**src/rtl/regfile_wb.sv**
```systemverilog
// Integer register file at the MEM/WB boundary: two combinational read ports plus a load-use pending scoreboard.
// Optional macro REGFILE_BYPASS_EN adds same-cycle write-through and bypass masking of the pending flags.
module regfile_wb #(
  parameter int DATA_W  = 32,
  parameter int ADDR_W  = 5,
  parameter int REG_NUM = 32
) (
  input  logic              clk,
  input  logic              rst,
  input  logic              we,
  input  logic [ADDR_W-1:0] waddr,
  input  logic [DATA_W-1:0] wdata,
  input  logic              re1,
  input  logic [ADDR_W-1:0] raddr1,
  output logic [DATA_W-1:0] rdata1,
  input  logic              re2,
  input  logic [ADDR_W-1:0] raddr2,
  output logic [DATA_W-1:0] rdata2,
  input  logic              mark_pend,
  input  logic [ADDR_W-1:0] mark_addr,
  input  logic              flush,
  output logic              pend1,
  output logic              pend2
);

  logic [DATA_W-1:0]  r_regs [REG_NUM];
  logic [REG_NUM-1:0] r_pend;
  logic [REG_NUM-1:0] w_pend_nxt;
  logic               w_wr_ok;
  logic               w_byp1;
  logic               w_byp2;
  logic               w_bclr1;
  logic               w_bclr2;

  assign w_wr_ok = we && (waddr != '0);

`ifdef REGFILE_BYPASS_EN
  assign w_byp1  = w_wr_ok && (waddr == raddr1);
  assign w_byp2  = w_wr_ok && (waddr == raddr2);
  assign w_bclr1 = we && (waddr == raddr1);
  assign w_bclr2 = we && (waddr == raddr2);
`else
  assign w_byp1  = 1'b0;
  assign w_byp2  = 1'b0;
  assign w_bclr1 = 1'b0;
  assign w_bclr2 = 1'b0;
`endif

  function automatic logic [DATA_W-1:0] rd_sel(
    input logic              i_rst,
    input logic              i_re,
    input logic [ADDR_W-1:0] i_ra,
    input logic              i_byp,
    input logic [DATA_W-1:0] i_wd,
    input logic [DATA_W-1:0] i_stored
  );
    if (i_rst || !i_re || (i_ra == '0)) return '0;
    else if (i_byp)                       return i_wd;
    else                                  return i_stored;
  endfunction

  function automatic logic pend_sel(
    input logic              i_rst,
    input logic              i_re,
    input logic [ADDR_W-1:0] i_ra,
    input logic              i_bclr,
    input logic              i_pbit
  );
    return !i_rst && i_re && (i_ra != '0) && i_pbit && !i_bclr;
  endfunction

  // Clear from a retiring write first, then set from a newly issued load so the set wins on a tie.
  always_comb begin
    w_pend_nxt = r_pend;
    if (w_wr_ok) w_pend_nxt[waddr] = 1'b0;
    if (mark_pend && (mark_addr != '0)) w_pend_nxt[mark_addr] = 1'b1;
  end

  always_ff @(posedge clk) begin
    if (rst) begin
      for (int i = 0; i < REG_NUM; i++) r_regs[i] <= '0;
      r_pend <= '0;
    end else begin
      if (w_wr_ok) r_regs[waddr] <= wdata;
      // A flush squashes any load issued in the same cycle.
      if (flush) r_pend <= '0;
      else       r_pend <= w_pend_nxt;
    end
  end

  assign rdata1 = rd_sel(rst, re1, raddr1, w_byp1, wdata, r_regs[raddr1]);
  assign rdata2 = rd_sel(rst, re2, raddr2, w_byp2, wdata, r_regs[raddr2]);
  assign pend1  = pend_sel(rst, re1, raddr1, w_bclr1, r_pend[raddr1]);
  assign pend2  = pend_sel(rst, re2, raddr2, w_bclr2, r_pend[raddr2]);

endmodule

```
**config.mk**
```make
export PLATFORM = sky130hd
export DESIGN_NAME = regfile_wb
export DESIGN_NICKNAME = d
export VERILOG_FILES = /design/src/rtl/regfile_wb.sv
export SDC_FILE = /design/constraint.sdc
export NUM_CORES = 2
export LEC_CHECK = 0
export BUFFER_PORTS_ARGS = -buffer_cell sky130_fd_sc_hd__buf_4
export CAP_MARGIN = 15
export CORE_UTILIZATION = 64
export DETAILED_ROUTE_END_ITERATION = 8
export PLACE_DENSITY_LB_ADDON = 0.15
export SYNTH_ARGS = -nofsm -noshare
export SYNTH_HDL_FRONTEND = slang
export SYNTH_SLANG_ARGS = --single-unit
```
**constraint.sdc**
```tcl
create_clock -name clk -period 5 [get_ports clk]
set_input_delay 0.5 -clock clk [delete_from_list [all_inputs] [get_ports clk]]
set_output_delay 0.5 -clock clk [all_outputs]
set_load 0.005 [all_outputs]
```
==> reports/metrics.cfg <==
[clock_network]
root_buffer = clkbuf_16
post_cts_buffers = 0
cts_buffers = 110
clock-sinks = 1056
ctsHoldBuffers = 0
tritoncts = done
htreeDepth = 3
clk_pin_slew_worst_paths_ps = 70
clk_latency_ps = 710
clk_path_buf_depth = 3
cts-resized-gates = 0

[hold_path]
hp-start = mark_addr[3]
min_to = r_pend[2]$_SDFF_PP0_
whs_path_depth = 4
min_path_type = in2reg

[sta]
fin_ws_ps = 928
finalHoldViolations = 0
setup_viol = 0
relSlewSlack = 0.112
fmax_mhz = 246
period_needed_ps = 4070
final.setup.tns_ps = 0
fin_crit_sh = 0.814
finClkSkew_ps = 0
holdWs_ps = 140
finalMaxSlewViolations = 0
rsz0062_at_grt = no
worstMarginPinSlew_ps = 1330

[global_route]
grt_pass1_wl_um = 272000
grt.total_usage = 0.431
grt_overflow_total = 0
grt_pass1_vias = 39300
antenna_found_initial = 15
grt_max_degree = 65

[critical_path]
path_class = in2out
start_kind = input port
worstPathRequired_ps = 4500
endpoint_kind = output pin
ff2ff_path_depth = 2
r2r-start = r_pend[29]$_SDFF_PP0_
r2r_end = r_pend[29]$_SDFF_PP0_
worstPathMaxFanout = 33
rrSetupSlack_ps = 4270
worstPathArrival_ps = 3570

[placed_design]
port_buffers = 124
dp_hpwl_um = 112000
place_congestion = 0.938
place_area_um2 = 58700
dp.cells = 4905
place_ws_ps = 1160

[layout]
seq_area_um2 = 31400
finalNetCount = 3923
final_area_um2 = 62400
drive_above_1_share = 0.259
syn_to_final_growth_pct = 10.0
fillers = 5708
fin_util = 0.715
multi_input_area_um2 = 23600
final_cells = 5121

[synthesis]
yosys_warnings = 0
synthMuxAreaShare = 0.218
synth_edf_count = 1024
synth.largest_area_cell = edfxtp_1
yosys.area.top_type_share = 0.542
syn-instance-count = 3868
synth_compound_area_frac = 0.0629
ys_async_sr_fraction = 0
avgSynthCellArea_um2 = 14.7
netlist-cell-type-count = 52
synth_xor_area_frac = 0
synth-simple-area-share = 0.128
ys_seq_elements = 1056
yosysSeqAreaShare = 0.553
synthAdderAreaFrac = 0
syn_area_um2 = 56700
yosys-top-cells-area = edfxtp_1, mux4_2, and2_1
synth_top_family_by_area = multiplexers
synth-main-ff-cell = edfxtp_1

[floorplanning]
core_area_um2 = 87300
fp.dieH_um = 300
initial_core_util = 0.650
dieArea_um2 = 89800
dieWidth_um = 300
pin_count = 125
rows = 108

[detailed_routing]
totalWireLength_um = 192000
detail_route.wl_per_cell_um = 37.5
antenna_left = 0
viasPerCell = 7.56
num_vias = 38700
drc = 0
drt_iter0_drc = 6291
drt_first_pass_iters = 9

[power_and_ir_drop]
p_leak_nw = 21.9
powerDensity_nw_per_um2 = 343
finalPower_mw = 21.4
ir_drop_uv = 284

[outcome]
status = complete, no violations

[run]
maxCapViolations = 0

-- layout make-up --
type,instances,area share
well taps,1155,0.0231
multi-input cells,2424,0.379
repair buffers,266,0.0363
clock buffers,138,0.0475
clock inverters,69,0.0109
flip-flops and latches,1056,0.503
inverters,6,0.000361
diodes,7,0.000281
-- metal layers --
layer / up-vias / track usage / part of all wire
met5: - / 0 / 0.00036
met4: 10 / 0.286 / 0.077
met3: 809 / 0.116 / 0.14
met2: 3674 / 0.641 / 0.45
met1: 19300 / 0.562 / 0.33
li1: 14900 / - / -
-- where the power goes --
part | switching [mW] | internal (mW) | leakage [nW]
Clock | 3.52 | 4.85 | 1.80
Sequential | 0.282 | 10.2 | 10.0
Combinational | 1.52 | 1.02 | 10.0
Total | 5.32 | 16.1 | 21.9
-- worst max path at each step --
stage	from	endpoint	slack, ps	cells past startpoint
5_1_grt	raddr1[2]	rdata1[8]	990	7
4_1_cts	raddr1[2]	rdata1[8]	1170	7
3_3_place_gp	raddr1[2]	rdata1[8]	1200	7
2_1_floorplan	waddr[2]	r_regs[21][0]$_SDFFCE_PN0P_	1090	4
6_report	raddr1[3]	rdata1[8]	930	6
3_5_place_dp	raddr1[2]	rdata1[8]	1160	7
-- layout by cell type (no fill, tap or decap), types with 18 or more instances in the layout --
master,instances
nand2_1,71
a221o_1,18
dfxtp_1,32
o22ai_1,33
buf_12,18
nand2_2,19
mux2i_1,246
conb_1,32
edfxtp_1,1024
nand3_1,18
a31oi_1,25
a2111oi_2,29
clkbuf_1,22
a221oi_1,28
a22o_1,27
nor2_2,31
clkinv_2,26
and2_1,997
o221ai_1,33
mux2_2,56
buf_4,243
clkinv_1,22
o21ai_0,19
mux4_2,405
a22oi_1,99
nor2_1,33
clkbuf_16,114
a211oi_2,21
a21oi_1,93
-- cell families after synthesis --
kind of cell | after synthesis
other | 1
buffers and inverters | 419
DFF | 1056
and+or+nand+nor | 1224
muxes | 712
AOI/OAI and AO/OA | 456
-- Yosys cell counts, types with 4 or more instances --
cell          n
edfxtp_1   1024
and2_1      998
mux4_2      405
clkbuf_1    268
mux2i_1     246
a22oi_1      99
a21oi_1      93
nand2_1      90
nor2_1       67
buf_2        62
mux2_2       56
buf_6        43
o221ai_1     33
o22ai_1      33
dfxtp_1      32
o21ai_0      31
a2111oi_2    29
a221oi_1     28
buf_4        28
a22o_1       27
a31oi_1      25
a211oi_2     22
a221o_1      18
nand3_1      18
nor2b_1      16
a211oi_1      8
buf_1         6
inv_1         6
nand2b_1      6
nand3b_1      6
mux4_1        5
a211o_1       4
a221oi_2      4
nand4_1       4
-- critical path: stages --
cell	delay, ps
buf_4	350
nor2b_4	1020
buf_12	410
nand2_1	120
a311oi_1	870
buf_4	250
-- state kept, by name, summed over array words and instances, names as in the netlist --
signal  count
r_pend     32
r_regs   1024
No activity file was read; power rests on OpenSTA's default activity.
